$ cat src/rtl/pixel_scan_gen_pkg.sv
// Shared OLED graphics constants and the scan-state encoding used by the pixel scan generator.
// Optional XY outputs of pixel_scan_gen are controlled by PIXEL_SCAN_XY_OUT_EN.
package pixel_scan_gen_pkg;

  localparam int OLED_WIDTH  = 96;
  localparam int OLED_HEIGHT = 64;
  localparam int OLED_PIXELS = OLED_WIDTH * OLED_HEIGHT;
  localparam int OLED_IDX_W  = 13;

  typedef enum logic [1:0] {
    ST_IDLE  = 2'd0,
    ST_SCAN  = 2'd1,
    ST_BLANK = 2'd2
  } scan_state_t;

endpackage

$ cat src/rtl/pixel_scan_gen_scan_xy_counter.sv
// Column/row counter pair that tracks the raster index without a divider.
// Only instantiated when PIXEL_SCAN_XY_OUT_EN is defined.
module scan_xy_counter
  import pixel_scan_gen_pkg::*;
#(
  parameter int WIDTH  = OLED_WIDTH,
  parameter int HEIGHT = OLED_HEIGHT
) (
  input  logic       clk,
  input  logic       reset,
  input  logic       advance,
  output logic [7:0] pixel_x,
  output logic [7:0] pixel_y
);

  localparam logic [7:0] X_LAST = 8'(WIDTH - 1);
  localparam logic [7:0] Y_LAST = 8'(HEIGHT - 1);

  // The last pixel of a frame is (X_LAST, Y_LAST), so both wrap back to 0 on its accept.
  always_ff @(posedge clk or posedge reset) begin
    if (reset) begin
      pixel_x <= 8'd0;
      pixel_y <= 8'd0;
    end else if (advance) begin
      if (pixel_x == X_LAST) begin
        pixel_x <= 8'd0;
        pixel_y <= (pixel_y == Y_LAST) ? 8'd0 : pixel_y + 8'd1;
      end else begin
        pixel_x <= pixel_x + 8'd1;
      end
    end
  end

endmodule

$ cat src/rtl/pixel_scan_gen.sv
// Raster-order pixel index source with valid/ready handshake, frame strobes and blanking gap.
// Define PIXEL_SCAN_XY_OUT_EN to add registered pixel_x/pixel_y outputs.
module pixel_scan_gen
  import pixel_scan_gen_pkg::*;
#(
  parameter int WIDTH        = OLED_WIDTH,
  parameter int HEIGHT       = OLED_HEIGHT,
  parameter int IDX_W        = OLED_IDX_W,
  parameter int BLANK_CYCLES = 16
) (
  input  logic             clk,
  input  logic             reset,
  input  logic             enable,
  input  logic             pixel_ready,
  output logic             pixel_valid,
  output logic [IDX_W-1:0] pixel_index,
  output logic             frame_begin,
  output logic             frame_end,
  output logic [7:0]       frame_cnt,
  output logic             busy
`ifdef PIXEL_SCAN_XY_OUT_EN
  ,
  output logic [7:0]       pixel_x,
  output logic [7:0]       pixel_y
`endif
);

  localparam int               BLANK_W    = (BLANK_CYCLES > 1) ? $clog2(BLANK_CYCLES) : 1;
  localparam logic [IDX_W-1:0] LAST_IDX   = IDX_W'(WIDTH * HEIGHT - 1);
  localparam logic [BLANK_W-1:0] BLANK_LOAD = BLANK_W'(BLANK_CYCLES - 1);

  scan_state_t        state, state_nxt;
  logic [BLANK_W-1:0] blank_cnt;
  logic               accept;
  logic               last_accept;

  assign accept      = (state == ST_SCAN) && pixel_ready;
  assign last_accept = accept && (pixel_index == LAST_IDX);
  assign frame_begin = pixel_valid && (pixel_index == '0);

  always_ff @(posedge clk or posedge reset) begin
    if (reset) state <= ST_IDLE;
    else       state <= state_nxt;
  end

  // Outputs decode only the state register, so pixel_ready never reaches pixel_valid.
  always_comb begin
    state_nxt   = state;
    pixel_valid = 1'b0;
    busy        = 1'b1;
    case (state)
      ST_IDLE: begin
        busy = 1'b0;
        if (enable) state_nxt = ST_SCAN;
      end
      ST_SCAN: begin
        pixel_valid = 1'b1;
        if (last_accept) state_nxt = ST_BLANK;
      end
      ST_BLANK: begin
        if (blank_cnt == '0) state_nxt = enable ? ST_SCAN : ST_IDLE;
      end
      default: begin
        state_nxt = ST_IDLE;
      end
    endcase
  end

  // Blank counter loads BLANK_CYCLES-1 so the gap is exactly BLANK_CYCLES clocks.
  always_ff @(posedge clk or posedge reset) begin
    if (reset) begin
      pixel_index <= '0;
      blank_cnt   <= '0;
      frame_end   <= 1'b0;
      frame_cnt   <= 8'd0;
    end else begin
      frame_end <= last_accept;
      if (accept) pixel_index <= last_accept ? '0 : pixel_index + IDX_W'(1);
      if (last_accept) begin
        blank_cnt <= BLANK_LOAD;
        frame_cnt <= frame_cnt + 8'd1;
      end else if ((state == ST_BLANK) && (blank_cnt != '0)) begin
        blank_cnt <= blank_cnt - BLANK_W'(1);
      end
    end
  end

`ifdef PIXEL_SCAN_XY_OUT_EN
  scan_xy_counter #(
    .WIDTH  (WIDTH),
    .HEIGHT (HEIGHT)
  ) u_xy (
    .clk     (clk),
    .reset   (reset),
    .advance (accept),
    .pixel_x (pixel_x),
    .pixel_y (pixel_y)
  );
`endif

endmodule

$ cat config.mk
export PLATFORM = sky130hd
export DESIGN_NAME = pixel_scan_gen
export DESIGN_NICKNAME = d
export VERILOG_FILES = /design/src/rtl/pixel_scan_gen_pkg.sv /design/src/rtl/pixel_scan_gen_scan_xy_counter.sv /design/src/rtl/pixel_scan_gen.sv
export SDC_FILE = /design/constraint.sdc
export NUM_CORES = 1
export LEC_CHECK = 0
export BUFFER_PORTS_ARGS = -buffer_cell sky130_fd_sc_hd__clkbuf_2
export CORE_MARGIN = 4
export CORE_UTILIZATION = 35
export CTS_CLUSTER_SIZE = 14
export DETAILED_ROUTE_END_ITERATION = 12
export PLACE_DENSITY = 0.52
export SLEW_MARGIN = 20
export SYNTH_ARGS = -nofsm -noshare
export SYNTH_HDL_FRONTEND = slang
export SYNTH_HIERARCHICAL = 1
export SYNTH_SLANG_ARGS = --single-unit
$ cat constraint.sdc
create_clock -name clk -period 2.2 [get_ports clk]
set_clock_uncertainty 0.15 [all_clocks]
set_input_delay 0.11 -clock clk [delete_from_list [all_inputs] [get_ports clk]]
set_output_delay 0.11 -clock clk [all_outputs]
set_load 0.1 [all_outputs]
==> results of run 1 <==
[cells in the mapped netlist (all sizes together)]
master  count
a21boi      1
a22o        1
and3        1
and3b       1
and4        1
buf         1
clkbuf      3
clkinv      1
dfrtp      28
ha          4
inv         7
mux2        1
nand2      18
nand3       6
nand3b      1
nand4       8
nand4b      2
nor2        8
nor2b       2
nor3        5
nor4        5
nor4b       1
o211ai      1
o21ai       3
or2         1
or3         1
or3b        1
or4         1
xnor2      11
xor2        8
[area by class of cell]
class	count	area share, %
clock inverter	1	1.70
multi-input combinational	93	37.1
inverter	8	1.70
clock buffer	3	2.34
tap	48	3.41
sequential	28	42.1
timing repair buffer	34	11.6
[metrics by stage]
stage | util (%) | setup TNS, ns
floorplan | - | -0.146
global placement | 45.0 | 0
detailed placement | 45.0 | 0
CTS | 47.4 | 0
global route | 47.4 | 0
finish | 47.4 | 0
[state kept, by name, summed over array words and instances, names as in the netlist]
register and flops:
pixel_index 13, frame_end 1, frame_cnt 8, blank_cnt 4, state 2
[power by group]
group	switching [mW]	total (mW)	leakage (nW)	internal (mW)
Combinational	0.499	0.629	0.456	0.130
Sequential	0.104	0.689	0.357	0.586
Clock	0.171	0.414	0.0357	0.244
[routing by layer]
metal / track usage (%) / vias to the layer above / routed length (um)
li1: - / 522 / -
met1: 18.0 / 517 / 1420
met2: 19.0 / 21 / 1330
met3: 2.84 / 4 / 121
met4: 3.76 / 0 / 36
met5: 0 / - / 0
[worst max path at each step]
stage,start,to,cells after the start
final,pixel_index[0],frame_begin,5
after global routing,pixel_index[6],pixel_index[9],5
after CTS,pixel_index[0],frame_begin,5
after detailed placement,pixel_index[5],pixel_index[9],5
after global placement,pixel_index[1],frame_cnt[5],5
after floorplan,pixel_index[1],frame_cnt[5],6
[kinds of logic after synthesis]
kind of cell | Yosys count
multiplexers | 1
buffers and inverters | 12
flip-flops | 28
XOR/XNOR | 19
adder cells (fa/ha/maj) | 4
AND/OR/NAND/NOR | 63
AO/OA/AOI/OAI | 6
[worst max-delay path, stage by stage, from the launching register on]
cell,delay [ns]
dfrtp_4,0.53
inv_1,0.10
ha_1,0.19
nor4b_1,0.29
and4_2,0.31
buf_12,0.18
==> run metrics, run 1 <==
status=finished, final reports clean; register area share after synthesis=51.1%; library cells used by synthesis=33; Starting Density=between 30 and 40%; Tmin final=2.12 ns; die area=~5000 um^2; final RePlAce weighted congestion=0.817; Critical R2R Launch=pixel_index[5]; Crit Path Class=flop to primary output; Final Cell Area=~1800 um^2; clk root buf=clkbuf_8; Post-Synth Adder-Cell Area=3.65%; via count=1064; Hold Startpoint=pixel_ready; clock sinks=28; Max-Cap Viols=0; CP Capture Type=primary output; max-slew violation count=0; Hold Crit Depth=5; complex-gate fraction of the synthesized area=2.83%; placed cells=209; syn_nets=141; H-tree levels=1; Die Y=about 70 um; fillcell total=378; Worst-path clk slew=0.10 ns; pre-CTS WS=0.139 ns; Arrival @ worst endpoint=1.86 ns; WHS Endpoint=pixel_index[11]; RSZ-0062 raised after global routing=no; Syn Area/Cell=10.3 um^2; Hold Worst Slack=0.228 ns; CP Launch Type=flop; Synth Area in XOR/XNOR=12.7%; Hold-fix buffers, CTS=2; largest family of logic cells by synthesized area=simple AND/OR/NAND/NOR gates; final wirelength=between 2000 and 3000 um; drt initial violations=48; worst-skew pair later-pin latency=0.28 ns; ANT cells=0; Site Rows=22; Yosys top cell area share=around half; width of the die=70.6 um; area grow syn2layout=28.6%; Final WS setup=0.0762 ns; post-route ant nets=0; GR Overflow Total=0; Setup violations, final=0; TritonCTS clock tree=done; fin crit share=96.5%; vias in the first global route=1054; R2R depth=5; Overall Global Routing Usage=between 10% and 20%; Slew @ Worst Pin=0.825 ns; largest net degree at the start of global routing=22; drt first pass iters=4; area of the mapped netlist=1370 um^2; DRC errors left=0; Yosys Warn Count=6; Max Clock Freq=471 MHz; most frequent cells in the layout=27 x clkbuf_2, 18 x nand2_1, 15 x dfrtp_1, 10 x xnor2_1, 10 x dfrtp_4; DR vias/cell=4.95; CTS max path bufs=2; CTS-repair resized insts=0; nets@finish=between 150 and 200; HP Class=primary input to flop; hpwl dp=2230 um; mux contribution to synthesized area=less than 1%; total CTS buffers=3; Ports=29; Non-Filler Instances=around 220; Lkg Pwr=0.849 nW; Setup Fix Bufs, Post-CTS=0; maximum vdd drop=0.000495 V; Cell Pwr Density=around 1000 nW/um^2; Req. time, crit path=~1.9 ns; average wire per standard cell=13.5 um; Final Hold Viols=0; Slew headroom=between 40% and 50%; first-pass GRT wire length=5040 um; Mapped Cells=133; critical path fanouts, max=6; layout cells sized above 1=35.3%; core area=between 3000 and 4000 um^2; synth top area cells=dfrtp_1 51%, xnor2_1 6.4%, xor2_1 5.1%; reg2reg setup slack=around 0.14 ns; Yosys reg bits=28; most common cell after layout, fill and taps aside=clkbuf_2; overall power=about 1.7 mW; simple logic cell fraction of the synthesized area=25.5%; port bufs=28; Register Area=~740 um^2; dpl cell area=1670 um^2; area of the multi-input gates=654 um^2; top cell type by total area after synthesis=dfrtp_1; initial antenna violation count=0; Reg2Reg Capture Point=pixel_index[9]
(Power assumes the default switching activity.)
==> inputs of run 2 (changes only) <==
--- a/config.mk
+++ b/config.mk
@@ -10,7 +10,7 @@
 export CORE_UTILIZATION = 35
 export CTS_CLUSTER_SIZE = 14
 export DETAILED_ROUTE_END_ITERATION = 12
-export PLACE_DENSITY = 0.52
+export PLACE_DENSITY = 0.54
 export SLEW_MARGIN = 20
 export SYNTH_ARGS = -nofsm -noshare
 export SYNTH_HDL_FRONTEND = slang
==> constraint.sdc (replaced) <==
create_clock -name clk -period 1.9 [get_ports clk]
set_clock_uncertainty 0.15 [all_clocks]
set_input_delay 0.095 -clock clk [delete_from_list [all_inputs] [get_ports clk]]
set_output_delay 0.095 -clock clk [all_outputs]
set_load 0.1 [all_outputs]
==> run 2 against run 1 <==
Against the previous run:
- the flow now finishes with violations (negative setup slack)
- largest cell class unchanged
- core utilization grew 7.8 points
- sequential power grew 5.4%
- setup slack lost 0.14 ns
- largest power group is now combinational cells
- cell area grew 16%
- via count grew 11%
- first-iteration DRC count grew 21%
==> run metrics, run 2 (synthesized netlist as in run 1, its figures left out) <==
status=finished, violations left; failing checks=negative setup slack; most common cell after layout, fill and taps aside=clkbuf_2; Crit Path Class=flop to flop; ANT cells=0; Final WS setup=-0.0678 ns; Max Clock Freq=about 500 MHz; Lkg Pwr=1.02 nW; Cell Pwr Density=1090 nW/um^2; drt initial violations=58; Setup TNS Final=-0.111 ns; Slew @ Worst Pin=0.544 ns; most frequent cells in the layout=27 x clkbuf_2, 26 x buf_4, 18 x nand2_1, 15 x dfrtp_1; critical path fanouts, max=4; DRC errors left=0; Setup violations, final=2; hpwl dp=2470 um; layout cells sized above 1=48.5%; clock sinks=28; maximum vdd drop=0.000735 V; Tmin final=1.97 ns; area grow syn2layout=49.6%; max FFs per register=13; first-pass GRT wire length=5650 um; Slew headroom=a little under two thirds; TritonCTS clock tree=done; GR Overflow Total=0; CP Launch Type=flop; H-tree levels=1; final RePlAce weighted congestion=between 0.7 and 0.8; DR vias/cell=4.87; CP max stage delay=0.48 ns; Regs by FF count=pixel_index x13, frame_cnt x8, blank_cnt x4; port bufs=28; Site Rows=22; Req. time, crit path=1.92 ns; largest net degree at the start of global routing=29; fin crit share=104%; CP Capture Type=flop; post-route ant nets=0; vias in the first global route=1185; Overall Global Routing Usage=14.0%; Die Y=70.6 um; Top reg by flops=pixel_index; overall power=about 2.2 mW; crit path cell chain=ha_4 > nand4b_1 > or4_4 > or3_4 > xnor2_2; Worst path slowest cell=or4_4; clk root buf=clkbuf_8; Arrival @ worst endpoint=1.98 ns; Starting Density=36.9%; RSZ-0062 raised after global routing=yes; CTS max path bufs=2; die area=around 5000 um^2; drt first pass iters=4; nets@finish=approximately 200; total CTS buffers=3; max-slew violation count=0; worst-skew pair later-pin latency=approximately 0.27 ns; Hold Worst Slack=0.217 ns; Non-Filler Instances=about 240; via count=1179; core area=3720 um^2; post-route core utilization=between 50% and 60%; Max-Cap Viols=0; fillcell total=345; average wire per standard cell=13.6 um; final wirelength=~3300 um; Final Hold Viols=0; width of the die=roughly 71 um; initial antenna violation count=0; Ports=29; HP Class=primary input to flop; Worst-path clk slew=roughly 0.10 ns; placed cells=230
==> run 2: where the power goes <==
part	switching [mW]	total [mW]	leakage [nW]	internal (mW)
Clock	0.192	0.475	0.0357	0.282
Combinational	0.713	1.03	0.629	0.315
Sequential	0.0494	0.726	0.357	0.677
==> run 2: stage by stage <==
step / cell area [um^2] / worst slack (ns)
global placement: 1830 / -0.0713
global route: 2050 / -0.125
detailed placement: 1830 / -0.128
finish: 2050 / -0.0678
CTS: 2000 / -0.0509
floorplan: 1460 / -0.377
==> run 2: what timing repair did <==
| item | CTS | global route |
|---|---|---|
| pin swaps | 6 | 5 |
| buffers inserted | 4 | 2 |
| hold buffers | 2 | 0 |
| endpoints found under the hold margin | 29 | 0 |
| endpoints found under the setup margin | 8 | 11 |
| gates resized for setup | 13 | 9 |
==> run 2: final timing paths <==
check	start	to	slack (ns)	cells past startpoint
setup / recovery	pixel_index[0]	frame_cnt[5]	-0.07	5
hold / removal	pixel_ready	pixel_index[0]	0.22	4
setup reg to reg	pixel_index[0]	frame_cnt[5]	-0.07	5
hold reg to reg	frame_cnt[7]	frame_cnt[7]	0.32	1
max in group asynchronous	reset	pixel_index[5]	1.06	4
min in group asynchronous	reset	frame_cnt[3]	0.25	4
==> run 2: cell type report <==
type	count	area [um^2]	area share, %
clock buffers	3	41.3	2.01
clock inverters	1	30.0	1.46
repair buffers	61	427	20.8
well taps	48	60.1	2.93
inverters	8	37.5	1.83
flip-flops and latches	28	742	36.2
multi-input cells	93	714	34.8
==> run 2: routing by layer <==
| layer | global-route usage, % | vias to the layer above | wire, um |
|---|---|---|---|
| li1 | - | 577 | - |
| met1 | 17.0 | 584 | 1400 |
| met2 | 24.9 | 16 | 1740 |
| met3 | 2.41 | 2 | 118 |
| met4 | 5.01 | 0 | 24 |
| met5 | 0 | - | 0 |
==> run 2: critical path, delay by kind of cell, from the launching register on <==
family	cells	cell delay [ns]
xor gates and xnor gates	1	0.14
DFF	1	0.45
adders and majority gates	1	0.14
and+or+nand+nor	3	0.99
==> inputs of run 3 (changes only) <==
--- a/config.mk
+++ b/config.mk
@@ -10,9 +10,8 @@
 export CORE_UTILIZATION = 35
 export CTS_CLUSTER_SIZE = 14
 export DETAILED_ROUTE_END_ITERATION = 12
-export PLACE_DENSITY = 0.54
+export PLACE_DENSITY = 0.52
 export SLEW_MARGIN = 20
 export SYNTH_ARGS = -nofsm -noshare
 export SYNTH_HDL_FRONTEND = slang
-export SYNTH_HIERARCHICAL = 1
 export SYNTH_SLANG_ARGS = --single-unit
==> constraint.sdc (replaced) <==
create_clock -name clk -period 2.4 [get_ports clk]
set_clock_uncertainty 0.15 [all_clocks]
set_input_delay 0.12 -clock clk [delete_from_list [all_inputs] [get_ports clk]]
set_output_delay 0.12 -clock clk [all_outputs]
set_load 0.1 [all_outputs]
==> run 3 against run 2 <==
Against the previous run:
- the flow now finishes without violations
- synthesized cell count is the same
- sequential power shrank 15%
- power down 31%
- clock power shrank 23%
- cell area decreased by 17%
- hold slack better by 0.014 ns
- register-to-register slack improved by 0.35 ns
- flip-flop and latch count stayed put
- setup slack improved by 0.35 ns
- largest cell class unchanged
==> run metrics, run 3 <==
total CTS buffers=3; Slew @ Worst Pin=0.861 ns; max FFs per register=13; TritonCTS clock tree=done; most frequent cells in the layout=27 x clkbuf_2, 18 x nand2_1, 15 x dfrtp_1, 10 x xnor2_1, 8 x xor2_1; CTS-repair resized insts=0; Async SR Flop Fraction=100%; Clock power frac=23.8%; Yosys Warn Count=0; H-tree levels=1; nets@finish=roughly 170; critical path fanouts, max=6; Yosys reg bits=28; Setup violations, final=0; library cells used by synthesis=33; Starting Density=36.9%; first-pass GRT wire length=5090 um; Non-Filler Instances=213; status=finished, final reports clean; Die Y=70.6 um; most common cell after layout, fill and taps aside=clkbuf_2; Lkg Pwr=0.838 nW; Crit Path Class=flop to flop; ANT cells=0; layout cells sized above 1=about 34%; Final Hold Viols=0; EDFF count, synth=0; CP Launch Type=flop; placed cells=207; Mapped Cells=133; CP Capture Type=flop; Max Clock Freq=473 MHz; worst-skew pair later-pin latency=0.27 ns; final RePlAce weighted congestion=around 0.81; post-route ant nets=0; clk root buf=clkbuf_8; synth top area cells=dfrtp_1 51%, xnor2_1 6.4%, xor2_1 5.1%; most numerous cell in the Yosys netlist=dfrtp_1; fillcell total=386; max-slew violation count=0; die area=4980 um^2; core area=3720 um^2; clock sinks=28; area of the multi-input gates=roughly 630 um^2; drt first pass iters=4; Regs by FF count=pixel_index x13, frame_cnt x8, blank_cnt x4; maximum vdd drop=0.000586 V; switching share of total power=44.0%; Syn Area/Cell=10.3 um^2; initial antenna violation count=0; RSZ-0062 raised after global routing=no; Top reg by flops=pixel_index; DRC errors left=0; Tmin final=2.12 ns; Seq pwr share=40.2%; logic gate share of total power=36.0%; Commonest cells post-synth=28 x dfrtp_1, 18 x nand2_1, 10 x xnor2_1; Site Rows=22; GR Overflow Total=0; Register Area=734 um^2; port bufs=28; width of the die=around 71 um; Cell Pwr Density=between 900 and 1000 nW/um^2; DR vias/cell=5.11; HP Class=primary input to flop; Arrival @ worst endpoint=2.13 ns; top cell type by total area after synthesis=dfrtp_1; average wire per standard cell=between 10 and 15 um; area grow syn2layout=24.1%; Max-Cap Viols=0; final wirelength=2950 um; register area share after synthesis=around half; Overall Global Routing Usage=around an eighth; top_reg_cell synth=dfrtp_1; hpwl dp=roughly 2300 um; CTS max path bufs=2; largest net degree at the start of global routing=23; Internal Power=approximately 860 uW; vias in the first global route=between 1000 and 1500; Req. time, crit path=2.41 ns; fin crit share=88.2%; Setup TNS Final=0 ns; switching power=a little under 700 uW; syn_nets=141; via count=1088; Worst-path clk slew=0.10 ns; area of the mapped netlist=1370 um^2; drt initial violations=38; Ports=29; Slew headroom=42.5%; Yosys top cell area share=51.1%
-- run 3: cell count changes in the layout (fill, tap and decap cells not counted), sizes merged --
cell	before	now
buf	32	3
-- run 3: critical path, stage by stage, from the launching register on --
cell and delay, ns:
dfrtp_4 0.46, nand4_2 0.18, or4_1 0.65, or3_4 0.44, xnor2_2 0.14
-- run 3: logic make-up (layout without fill, tap and decap cells) --
group                    Yosys count  after routing  synth area share [%]
adder cells (fa/ha/maj)            4              4                  3.65
XOR/XNOR                          19             19                  12.7
AND/OR/NAND/NOR                   63             63                  25.5
flip-flops                        28             28                  51.1
multiplexers                       1              1                 0.821
buffers and inverters             12             44                  3.38
AO/OA/AOI/OAI                      6              6                  2.83
-- run 3: power by group through the flow --
stage          clock network, mW  logic [mW]  registers (mW)
3_3_place_gp                   0       0.558           0.625
4_1_cts                    0.381       0.558           0.620
5_1_grt                    0.399       0.587           0.631
2_1_floorplan                  0       0.185           0.899
3_5_place_dp                   0       0.554           0.630
6_report                   0.366       0.554           0.619
-- run 3: path summary, 6_finish.rpt --
check,slack (ns),startpoint,depth (start not counted),end
setup / recovery,0.28,pixel_index[6],4,frame_cnt[5]
hold / removal,0.23,pixel_ready,3,pixel_index[0]
setup reg to reg,0.28,pixel_index[6],4,frame_cnt[5]
hold reg to reg,0.32,frame_cnt[7],1,frame_cnt[7]
max in group asynchronous,1.07,reset,3,pixel_index[2]
min in group asynchronous,0.40,reset,3,pixel_index[12]
-- run 3: cell type report --
type	count	area share, %
inverters	8	1.76
flip-flops and latches	28	43.2
repair buffers	32	10.4
multi-input cells	93	36.9
clock buffers	3	2.43
clock inverters	1	1.76
well taps	48	3.53
-- run 3: metrics by stage --
step           total power, mW  setup slack, ns  util [%]  hold slack (ns)  instance area (um^2)
6_report                  1.54            0.284      45.8            0.231                  1700
5_1_grt                   1.62            0.105      45.8            0.288                  1700
4_1_cts                   1.56            0.267      45.8            0.228                  1700
3_5_place_dp              1.18            0.283      43.3            0.180                  1610
3_3_place_gp              1.18            0.334      43.3            0.179                  1610
2_1_floorplan             1.08           0.0102         -           0.0351                  1410
-- run 3: per-layer routing --
metal  vias to the layer above  track usage [%]  wire [um]
li1                        518                -          -
met1                       539             15.1       1260
met2                        29             22.1       1510
met3                         2             3.84        158
met4                         0             3.13         24
met5                         -                0          0
-- run 3: repair_timing --
action | 4_1_cts | 5_1_grt
setup buffers | 0 | 0
hold buffers | 2 | 0
endpoints found under the hold margin | 22 | 0
setup endpoints to repair | 0 | 0
